**src/rtl/out_buf_drain_ctrl.sv**
```systemverilog
// Output-buffer drain controller: walks every compute unit of each finished accumulation
// buffer through the cluster read selects and streams the words on a valid/ready port.
`timescale 1ns/1ps
module out_buf_drain_ctrl #(
  parameter int OUTPUT_BUF_NUM   = 4,
  parameter int COMPUTE_UNIT_NUM = 4,
  parameter int OUTPUT_BUF_SIZE  = 32,
  parameter int RD_LAT           = 1
) (
  input  logic                                clk_i,
  input  logic                                rst_i,
  input  logic                                chunk_end_i,
  input  logic [$clog2(OUTPUT_BUF_NUM)-1:0]   acc_buf_sel_i,
  output logic [$clog2(OUTPUT_BUF_NUM)-1:0]   out_buf_sel_o,
  output logic [$clog2(COMPUTE_UNIT_NUM)-1:0] com_unit_out_buf_sel_o,
  input  logic [OUTPUT_BUF_SIZE-1:0]          out_buf_dat_i,
  output logic                                m_valid_o,
  input  logic                                m_ready_i,
  output logic [OUTPUT_BUF_SIZE-1:0]          m_data_o,
  output logic [$clog2(OUTPUT_BUF_NUM)-1:0]   m_buf_o,
  output logic [$clog2(COMPUTE_UNIT_NUM)-1:0] m_unit_o,
  output logic                                m_last_o,
  output logic [OUTPUT_BUF_NUM-1:0]           buf_busy_o,
  output logic                                overflow_o
);

  localparam int              BW        = $clog2(OUTPUT_BUF_NUM);
  localparam int              UW        = $clog2(COMPUTE_UNIT_NUM);
  localparam logic [UW-1:0]   UNIT_LAST = UW'(COMPUTE_UNIT_NUM - 1);
  localparam logic [1:0]      LAT_END   = 2'(RD_LAT);

  typedef enum logic [1:0] {IDLE, SEL, OUT} state_t;

  state_t                    state;
  logic [1:0]                lat_cnt;
  logic                      pend_vld;
  logic [BW-1:0]             pend_buf;

  logic                      hs;
  logic                      last_hs;
  logic                      req_ok;
  logic                      req_start;
  logic                      req_pend;
  logic                      req_drop;
  logic [OUTPUT_BUF_NUM-1:0] busy_nxt;

  // NOTE: every signal gets a value before any conditional update, so no latch is inferred.
  always_comb begin
    hs        = m_valid_o & m_ready_i;
    last_hs   = hs & (com_unit_out_buf_sel_o == UNIT_LAST);
    req_ok    = chunk_end_i & ~buf_busy_o[acc_buf_sel_i];
    req_start = req_ok & (state == IDLE);
    // A full pend slot frees up on the last handshake, so it can take a new request that cycle.
    req_pend  = req_ok & (state != IDLE) & (~pend_vld | last_hs);
    req_drop  = chunk_end_i & ~req_start & ~req_pend;
    busy_nxt  = buf_busy_o;
    if (last_hs) busy_nxt[out_buf_sel_o] = 1'b0;
    if (req_start | req_pend) busy_nxt[acc_buf_sel_i] = 1'b1;
  end

  // NOTE: state registers use non-blocking assignments so every update sees pre-edge values.
  always_ff @(posedge clk_i) begin
    if (rst_i) begin
      state                  <= IDLE;
      lat_cnt                <= '0;
      pend_vld               <= 1'b0;
      pend_buf               <= '0;
      out_buf_sel_o          <= '0;
      com_unit_out_buf_sel_o <= '0;
      m_valid_o              <= 1'b0;
      m_data_o               <= '0;
      m_buf_o                <= '0;
      m_unit_o               <= '0;
      m_last_o               <= 1'b0;
      buf_busy_o             <= '0;
      overflow_o             <= 1'b0;
    end else begin
      buf_busy_o <= busy_nxt;
      if (req_drop) overflow_o <= 1'b1;

      if (last_hs) begin
        if (pend_vld) begin
          pend_vld <= req_pend;
          if (req_pend) pend_buf <= acc_buf_sel_i;
        end
      end else if (req_pend) begin
        pend_vld <= 1'b1;
        pend_buf <= acc_buf_sel_i;
      end

      case (state)
        IDLE: begin
          if (req_start) begin
            state                  <= SEL;
            out_buf_sel_o          <= acc_buf_sel_i;
            com_unit_out_buf_sel_o <= '0;
            lat_cnt                <= '0;
          end
        end
        SEL: begin
          if (lat_cnt == LAT_END) begin
            state     <= OUT;
            m_valid_o <= 1'b1;
            m_data_o  <= out_buf_dat_i;
            m_buf_o   <= out_buf_sel_o;
            m_unit_o  <= com_unit_out_buf_sel_o;
            m_last_o  <= (com_unit_out_buf_sel_o == UNIT_LAST);
          end else begin
            lat_cnt <= lat_cnt + 2'd1;
          end
        end
        OUT: begin
          if (hs) begin
            m_valid_o <= 1'b0;
            lat_cnt   <= '0;
            if (!last_hs) begin
              com_unit_out_buf_sel_o <= com_unit_out_buf_sel_o + 1'b1;
              state                  <= SEL;
            end else if (pend_vld) begin
              out_buf_sel_o          <= pend_buf;
              com_unit_out_buf_sel_o <= '0;
              state                  <= SEL;
            end else if (req_pend) begin
              // Pend is empty, so a request arriving with the last beat starts at once.
              out_buf_sel_o          <= acc_buf_sel_i;
              com_unit_out_buf_sel_o <= '0;
              state                  <= SEL;
            end else begin
              state <= IDLE;
            end
          end
        end
        default: state <= IDLE;
      endcase
    end
  end

endmodule

```
**config.mk**
```make
export PLATFORM = sky130hd
export DESIGN_NAME = out_buf_drain_ctrl
export DESIGN_NICKNAME = d
export VERILOG_FILES = /design/src/rtl/out_buf_drain_ctrl.sv
export SDC_FILE = /design/constraint.sdc
export NUM_CORES = 1
export LEC_CHECK = 0
export ABC_AREA = 1
export CAP_MARGIN = 20
export CORE_ASPECT_RATIO = 1.4
export CORE_MARGIN = 1.5
export CORE_UTILIZATION = 44
export DETAILED_ROUTE_END_ITERATION = 6
export MAX_ROUTING_LAYER = met4
export PLACE_DENSITY = 0.84
export RECOVER_POWER = 50
export SYNTH_ARGS = -nofsm -noshare
export SYNTH_HDL_FRONTEND = slang
export SYNTH_SLANG_ARGS = --single-unit
```
**constraint.sdc**
```tcl
create_clock -name clk_i -period 1.9 [get_ports clk_i]
set_clock_uncertainty 0.2 [all_clocks]
set_input_delay 0.38 -clock clk_i [delete_from_list [all_inputs] [get_ports clk_i]]
set_output_delay 0.38 -clock clk_i [all_outputs]
set_load 0.01 [all_outputs]
```
==> impl_metrics.tcl, run 1 <==
set metrics [dict create \
    status "complete, no violations" \
    grt_usage 0.2285 \
    ir_drop_mv 0.4540 \
    synth_flop_cell "dfxtp_1" \
    hold_viol 0 \
    dp_hpwl_mm 4.356 \
    worstMarginPinSlew_ns 0.3863 \
    drive_above_1_share 0.1085 \
    power.share.clock 0.250 \
    die_h_um 88.08 \
    areaGrowthSynthToFinish_pct 44.55 \
    internal_power_mw 1.704 \
    crit_slowest_cell "clkdlybuf4s50_1" \
    swShare 0.2905 \
    antenna_found_initial 0 \
    io_pins 85 \
    layout.nets 427 \
    final_antenna_net_count 0 \
    totalWireLength_mm 5.964 \
    rows 30 \
    syn_nets 339 \
    grt_pass1_vias 2188 \
    cap_violations 0 \
    drt_pass1_iterations 4 \
    worst_setup_path_end_kind "output port" \
    p_comb_frac 0.234 \
    whs_ns 0.1590 \
    netlist_top_cells_area "dfxtp_1 48%, nand2_1 11%, a21oi_1 10%" \
    syn-instance-count 299 \
    rrSetupSlack_ns 0.30 \
    cts_buffers 5 \
    switchingPower_mw 0.6978 \
    core_area_mm2 0.004917 \
    io_buffers 84 \
    critPathRequiredTime_ns 1.32 \
    rsz0062_at_grt "no" \
    vias_per_cell 5.053 \
    cts_tree "built" \
    clock-sinks 54 \
    period_minus_slack_ns 1.846 \
    slew_viol_final 0 \
    antennaDiodeCount 0 \
    p_leak_nw 1.205 \
    wire_per_inst_um 13.22 \
    p_seq_frac 0.516 \
    ys_async_sr_fraction 0 \
    worstPathBufferInverterCount 1 \
    clockBufferDepth 2 \
    setup_viol 0 \
    n_fill_cell 415 \
    synth_edf_count 0 \
    holdBufCountCts 0 \
    routabilityCongestion 0.8381 \
    slowest_delay_ns 0.56 \
    avgSynthCellArea_um2 7.608 \
    maxSlewHeadroom 0.7425 \
    cp_data_arrival_time_ns 1.27 \
    vias 2279 \
    post-route-drc-count 0 \
    crit_fanout 5 \
    critPathKind "reg -> out" \
    min_path_type "in -> reg" \
    drt_iter0_drc 110 \
    synth-seq-area-share 0.4752 \
    power_mw 2.402 \
    synth.largest_area_cell "dfxtp_1" \
    yosys_warnings 0 \
    clk_latency_ns 0.30 \
    power_density_mw_per_mm2 730.4 \
    synth.distinct_cells 26 \
    fmax_mhz 541.7 \
    htreeDepth 2 \
    startpoint_type "flop" \
    cts_root_buf "clkbuf_8" \
    die_x_um 63.77 \
    dieArea_mm2 0.005616 \
    path_cells "clkdlybuf4s50_1" \
    synth_top_area_frac 0.4752 \
    clk_pin_slew_ns 0.09 \
    start_util 0.4626 \
    grt_pass1_wl_mm 9.922 \
    synthesis.area_mm2 0.002275 \
    period_share 0.9715 \
    grt_max_degree 39 \
    path_delay_family "buffers and inverters" \
    grt-ovfl-total 0 \
    yosys_register_bits 54 \
]
==> state kept, by name, summed over array words and instances, names as in the netlist <==
register and count:
m_unit_o 2, overflow_o 1, m_buf_o 2, pend_buf 2, com_unit_out_buf_sel_o 2, lat_cnt 2
out_buf_sel_o 2, state 2, pend_vld 1, m_last_o 1, buf_busy_o 4, m_valid_o 1
m_data_o 32
==> synth_stat cells, types with 2 or more instances <==
cell,number
o21ai_0,5
nand3_2,3
dfxtp_1,54
nand2_1,66
nor2_2,2
a21oi_1,46
inv_1,13
clkbuf_1,9
a21oi_2,3
inv_2,3
ha_1,2
nand2_2,4
o2111ai_1,2
nor2_1,24
buf_2,7
nand4_1,2
nand3_1,42
o31ai_1,4
==> stage by stage <==
| step | cells | setup slack (ns) | instance area [µm²] | TNS, ns | util |
|---|---|---|---|---|---|
| floorplan | 299 | 0.3161 | 2275 | 0 | - |
| global placement | 444 | -0.09690 | 3222 | -0.7444 | 0.6552 |
| detailed placement | 444 | -0.1542 | 3222 | -1.354 | 0.6552 |
| CTS | 451 | 0.03053 | 3299 | 0 | 0.6710 |
| global route | 451 | 0.005549 | 3288 | 0 | 0.6687 |
| finish | 451 | 0.05413 | 3288 | 0 | 0.6687 |
==> cells by family (layout without fill, tap and decap cells) <==
group           after synthesis  count (layout)  synth area share
simple gates                146             146            0.2937
buf+inv                      34             122           0.06160
flops                        54              54            0.4752
fa+ha+maj                     2               2           0.01100
compound gates               63              63            0.1584
==> power by group through the flow <==
stage / registers [mW] / clock network, mW / logic (mW)
finish: 1.24 / 0.600 / 0.561
global route: 1.25 / 0.669 / 0.617
CTS: 1.24 / 0.616 / 0.569
detailed placement: 1.27 / 0 / 0.566
global placement: 1.26 / 0 / 0.555
floorplan: 1.28 / 0 / 0.296
==> what timing repair did <==
item / in CTS / in global routing
pin swaps: 0 / 0
buffers inserted: 0 / 0
setup endpoints to repair: 1 / 3
resized for setup: 1 / 3
==> path summary, 6_finish.rpt <==
check                                                 to                                    from  cells after the start
setup reg to reg  com_unit_out_buf_sel_o[1]$_SDFFE_PP0P_  com_unit_out_buf_sel_o[1]$_SDFFE_PP0P_                     10
hold / removal                  buf_busy_o[2]$_SDFF_PP0_                                   rst_i                      2
setup / recovery                        out_buf_sel_o[0]           out_buf_sel_o[0]$_SDFFE_PP0P_                      1
hold reg to reg                m_data_o[24]$_SDFFE_PP0P_               m_data_o[24]$_SDFFE_PP0P_                      2
==> layer usage <==
metal	vias up	wire length [µm]	part of all wire	GRT usage
li1	1165	-	-	-
met1	1061	2565	0.43	0.2606
met2	46	3098	0.52	0.4000
met3	7	202	0.034	0.03213
met4	0	97	0.016	0.09684
met5	-	0	0	-
==> final cells by class <==
class | instances | area [µm²] | share of cell area
inverter | 17 | 63.81 | 0.01941
tap | 64 | 80.08 | 0.02435
multi-input combinational | 211 | 1042 | 0.3170
clock buffer | 7 | 76.32 | 0.02321
sequential | 54 | 1085 | 0.3299
timing repair buffer | 98 | 940.9 | 0.2861
==> placed cells by master, fill, tap and decap left out, types with 5 or more instances in the layout <==
cell / count
clkdlybuf4s50_1: 82
nand2_1: 66
dfxtp_1: 51
a21oi_1: 47
nand3_1: 42
nor2_1: 24
buf_4: 14
inv_1: 13
clkbuf_8: 5
(Power assumes the default switching activity.)
==> run 2: changes to the inputs <==
- CELL_PAD_IN_SITES_DETAIL_PLACEMENT: not set -> 0
- CELL_PAD_IN_SITES_GLOBAL_PLACEMENT: not set -> 2
- CORE_UTILIZATION: 44 -> 24
- HOLD_SLACK_MARGIN: not set -> 0.08
==> run 2 against run 1 <==
Net effect:
- the flow now finishes with violations (design-rule violations)
- maximum frequency is 1.5% higher
- via count is 1.3% higher
- combinational power is 2% higher
- clock power is 53% higher
- core utilization is 29 points lower
- worst setup slack better by 0.027 ns
- die area is 79% higher
- critical path depth stayed put
- critical path type unchanged
- critical endpoint is now buf_busy_o[2]
==> impl_metrics.tcl, run 2 (synthesis results as in run 1) <==
set metrics [dict create \
    drt_pass1_iterations 6 \
    cts_buffers 5 \
    use_met1 0.1566 \
    cts_root_buf "clkbuf_16" \
    cp_data_arrival_time_ns 1.24 \
    final_common_cell "clkdlybuf4s50_1" \
    routabilityCongestion 0.7365 \
    fmax_mhz 549.8 \
    hold_viol 0 \
    power_density_mw_per_mm2 799.1 \
    min_path_type "in -> reg" \
    top_register "m_data_o" \
    antennaDiodeCount 0 \
    grt_pass1_vias 2203 \
    gr-usage-met2 0.2386 \
    critPathKind "reg -> out" \
    holdBufCountCts 0 \
    crit_start "buf_busy_o[2]$_SDFF_PP0_" \
    slew_viol_final 0 \
    io_pins 85 \
    final_antenna_net_count 0 \
    cap_violations 0 \
    preCtsSetupSlack_ns -0.2027 \
    drive_above_1_share 0.1205 \
    clockBufferDepth 2 \
    slowest_delay_ns 0.56 \
    path_cells "clkdlybuf4s50_1" \
    p_leak_nw 1.247 \
    layout.nets 429 \
    violations "design-rule violations" \
    ir_drop_mv 0.3358 \
    period_minus_slack_ns 1.819 \
    setup_viol 0 \
    core_area_mm2 0.009131 \
    vias_per_cell 4.644 \
    startpoint_type "flop" \
    timing.rr.start "lat_cnt[1]$_SDFFE_PP0P_" \
    reg2reg_to "m_data_o[25]$_SDFFE_PP0P_" \
    drt_iter0_drc 89 \
    areaGrowthSynthToFinish_pct 50.44 \
    post-route-drc-count 3 \
    critPathRequiredTime_ns 1.32 \
    grt_max_degree 33 \
    post_cts_buffers 0 \
    cts_tree "built" \
    largest_reg_flops 32 \
    top_usage_layer "met2" \
    clock-sinks 54 \
    worstPathBufferInverterCount 1 \
    worstMarginPinSlew_ns 0.5099 \
    fin_ws_ns 0.08102 \
    mostFrequentLayoutCells "81 x clkdlybuf4s50_1, 68 x nand2_1, 49 x dfxtp_1, 46 x a21oi_1, 43 x nand3_1" \
    status "finished with violations" \
    die_h_um 118.2 \
    r2r.worst_path.cells 6 \
    post-route-cell-area_mm2 0.003422 \
    cp-endpoint "buf_busy_o[2]" \
    die_x_um 85.28 \
    period_share 0.9574 \
    rows 41 \
    rrSetupSlack_ns 0.23 \
    vias 2308 \
    clk_pin_slew_ns 0.08 \
    maxSlewHeadroom 0.6601 \
    grt_usage 0.1383 \
    reg.largest.list "m_data_o x32, buf_busy_o x4" \
    place_area_mm2 0.003296 \
    antenna_found_initial 0 \
    whs_ns 0.2566 \
    dp_hpwl_mm 4.801 \
    totalWireLength_mm 6.635 \
    worst_setup_path_end_kind "output port" \
    htreeDepth 2 \
    wire_per_inst_um 13.35 \
    worstHoldStart "rst_i" \
    rsz0062_at_grt "no" \
    clk_latency_ns 0.30 \
    io_buffers 84 \
    crit_slowest_cell "clkdlybuf4s50_1" \
    grt-ovfl-total 0 \
    crit_fanout 3 \
    start_util 0.2491 \
    path_delay_family "buffers and inverters" \
    path_depth 1 \
    dieArea_mm2 0.01008 \
    grt_pass1_wl_mm 10.83 \
    grtUsageMet3 0.02723 \
    hold_depth 4 \
]
## run 2: repair_timing
item	in CTS	in global routing
endpoints found under the setup margin	1	6
gates resized for setup	1	6
gates cloned	0	0
pin swaps	0	0
## run 2: how the worst min path moves through the flow
stage | to | slack [ns]
2_1_floorplan | pend_buf[0]$_SDFFE_PP0P_ | 0.22
3_3_place_gp | m_data_o[25]$_SDFFE_PP0P_ | 0.25
3_5_place_dp | lat_cnt[1]$_SDFFE_PP0P_ | 0.25
4_1_cts | out_buf_sel_o[1]$_SDFFE_PP0P_ | 0.26
5_1_grt | m_data_o[5]$_SDFFE_PP0P_ | 0.28
6_report | com_unit_out_buf_sel_o[0]$_SDFFE_PP0P_ | 0.26
## run 2: routing by layer
layer | share of wire | vias up
li1 | - | 1177
met1 | 0.42 | 1078
met2 | 0.52 | 47
met3 | 0.038 | 6
met4 | 0.016 | 0
met5 | 0 | -
## run 2: stage by stage
stage / std cells / util / power, mW / setup TNS, ns
after CTS: 497 / 0.3768 / 2.795 / 0
after detailed placement: 489 / 0.3609 / 1.853 / -1.985
after global routing: 497 / 0.3748 / 2.890 / 0
final: 497 / 0.3748 / 2.734 / 0
after global placement: 489 / 0.3609 / 1.852 / -1.173
after floorplan: 299 / - / 1.573 / 0
## run 2: final cells by class
| type | count | area (µm²) |
|---|---|---|
| clock buffers | 5 | 125.1 |
| repair buffers | 100 | 954.7 |
| multi-input cells | 211 | 1039 |
| inverters | 17 | 63.81 |
| clock inverters | 3 | 18.77 |
| flip-flops and latches | 54 | 1087 |
| well taps | 107 | 133.9 |
| fillers | 961 | 5709 |
## run 2: tightest hold or removal path: cells and delay by family
family                 cells  cell delay [ns]
buffers and inverters      2             0.22
and+or+nand+nor            2             0.12
## run 2: where the power goes
group / switching (mW) / internal, mW
clock network: 0.430 / 0.490
logic: 0.313 / 0.257
registers: 0.0505 / 1.19
total: 0.793 / 1.94
==> run 3: changes to the inputs <==
- PLACE_DENSITY: 0.84 -> 0.88
==> run 3 against run 2 <==
Net effect:
- the run still ends with design-rule violations left
- wire length is essentially flat
- sequential share of layout area fell by 0.54 points
- first-iteration DRC count grew 26%
- worst hold slack worse by 0.059 ns
- cell count increased by 0.20%
- largest cell class unchanged
==> impl_metrics.tcl, run 3 (synthesis results as in run 1) <==
set metrics [dict create \
    status "finished with violations" \
    violations "design-rule violations" \
    maxSlewHeadroom 0.6145 \
    io_pins 85 \
    swShare 0.2808 \
    dieArea_mm2 0.01008 \
    p_leak_nw 1.299 \
    cts_buffers 5 \
    critPathRequiredTime_ns 1.32 \
    routabilityCongestion 0.7456 \
    power.share.clock 0.370 \
    path_depth 1 \
    cts_tree "built" \
    timing.rr.start "lat_cnt[0]$_SDFFE_PP0P_" \
    grt_pass1_vias 2278 \
    p_seq_frac 0.429 \
    rsz0062_at_grt "no" \
    post-route-drc-count 6 \
    vias_per_cell 4.657 \
    setup_viol 0 \
    clock-sinks 54 \
    wire_per_inst_um 13.33 \
    worstMarginPinSlew_ns 0.5782 \
    min_path_type "in -> reg" \
    grt_pass1_wl_mm 10.96 \
    cp-endpoint "m_valid_o" \
    final_core_utilization 0.3800 \
    largest_reg_flops 32 \
    cp_data_arrival_time_ns 1.25 \
    grtUsageMet3 0.02584 \
    startpoint_type "flop" \
    critPathKind "reg -> out" \
    layout.nets 430 \
    final_antenna_net_count 0 \
    clockBufferDepth 2 \
    crit_start "m_valid_o$_SDFFE_PP0P_" \
    rrSetupSlack_ns 0.20 \
    dpl.cell_count 490 \
    holdBufCountCts 0 \
    htreeDepth 2 \
    slew_viol_final 0 \
    crit_fanout 4 \
    cts_root_buf "clkbuf_16" \
    whs_ns 0.1979 \
    totalWireLength_mm 6.638 \
    r2r.worst_path.cells 4 \
    top_register "m_data_o" \
    post_cts_buffers 0 \
    gr-usage-met2 0.2386 \
    vias 2319 \
    crit_slowest_cell "clkdlybuf4s50_1" \
    path_cells "clkdlybuf4s50_1" \
    core_area_mm2 0.009131 \
    start_util 0.2491 \
    slowest_delay_ns 0.56 \
    io_buffers 84 \
    antenna_found_initial 0 \
    final_common_cell "clkdlybuf4s50_1" \
    drt_iter0_drc 112 \
    p_comb_frac 0.202 \
    cap_violations 0 \
    path_delay_family "buffers and inverters" \
    top_usage_layer "met2" \
    hold_viol 0 \
    internal_power_mw 2.078 \
    rows 41 \
    fmax_mhz 545.3 \
    worstPathBufferInverterCount 1 \
    drive_above_1_share 0.1253 \
    drt_pass1_iterations 7 \
    reg.largest.list "m_data_o x32, buf_busy_o x4" \
    clk_pin_slew_ns 0.07 \
    fin_cells 498 \
    dp_hpwl_mm 4.681 \
    power_mw 2.890 \
    worst_setup_path_end_kind "output port" \
    die_h_um 118.2 \
    grt_max_degree 27 \
    grt-ovfl-total 0 \
    mostFrequentLayoutCells "73 x clkdlybuf4s50_1, 66 x nand2_1, 52 x dfxtp_1, 46 x a21oi_1, 42 x nand3_1" \
    ir_drop_mv 0.3466 \
    power_density_mw_per_mm2 832.9 \
    reg2reg_to "m_data_o[2]$_SDFFE_PP0P_" \
    clk_latency_ns 0.29 \
    switchingPower_mw 0.8114 \
    antennaDiodeCount 0 \
    areaGrowthSynthToFinish_pct 52.53 \
    grt_usage 0.1379 \
    period_share 0.9652 \
    die_x_um 85.28 \
    period_minus_slack_ns 1.834 \
    use_met1 0.1587 \
]
run 3: worst min path at each step:
stage,from,to,depth (start not counted)
2_1_floorplan,pend_buf[0]$_SDFFE_PP0P_,pend_buf[0]$_SDFFE_PP0P_,2
3_3_place_gp,m_data_o[23]$_SDFFE_PP0P_,m_data_o[23]$_SDFFE_PP0P_,2
3_5_place_dp,pend_buf[0]$_SDFFE_PP0P_,pend_buf[0]$_SDFFE_PP0P_,2
4_1_cts,rst_i,buf_busy_o[2]$_SDFF_PP0_,2
5_1_grt,rst_i,buf_busy_o[2]$_SDFF_PP0_,2
6_report,rst_i,buf_busy_o[2]$_SDFF_PP0_,2
run 3: per-layer routing:
layer  vias to the layer above  share of wire
met3                         7          0.040
met1                      1069           0.44
li1                       1183              -
met5                         -              0
met2                        60           0.51
met4                         0          0.013
run 3: final cells by class:
type	instances	area [µm²]
tap	107	133.9
sequential	54	1084
inverter	17	63.81
timing repair buffer	101	958.4
clock buffer	5	125.1
clock inverter	3	43.79
fill	941	5662
multi-input combinational	211	1061
run 3: power by group through the flow:
stage | Clock [mW] | Combinational [mW] | Sequential, mW
floorplan | 0 | 0.296 | 1.28
global placement | 0 | 0.588 | 1.26
detailed placement | 0 | 0.591 | 1.26
CTS | 1.10 | 0.594 | 1.24
global route | 1.14 | 0.645 | 1.25
finish | 1.07 | 0.582 | 1.24
run 3: per-stage QoR:
| stage | TNS, ns | setup slack [ns] | instance area (µm²) |
|---|---|---|---|
| floorplan | 0 | 0.3161 | 2275 |
| global placement | -1.100 | -0.1074 | 3303 |
| detailed placement | -1.874 | -0.1928 | 3303 |
| CTS | 0 | 0.01375 | 3472 |
| global route | 0 | 0.01526 | 3470 |
| finish | 0 | 0.06604 | 3470 |
run 3: timing repair:
action                                 in CTS  in global routing
endpoints found under the hold margin       0                  0
setup endpoints to repair                   0                  3
gates resized for setup                     0                  3
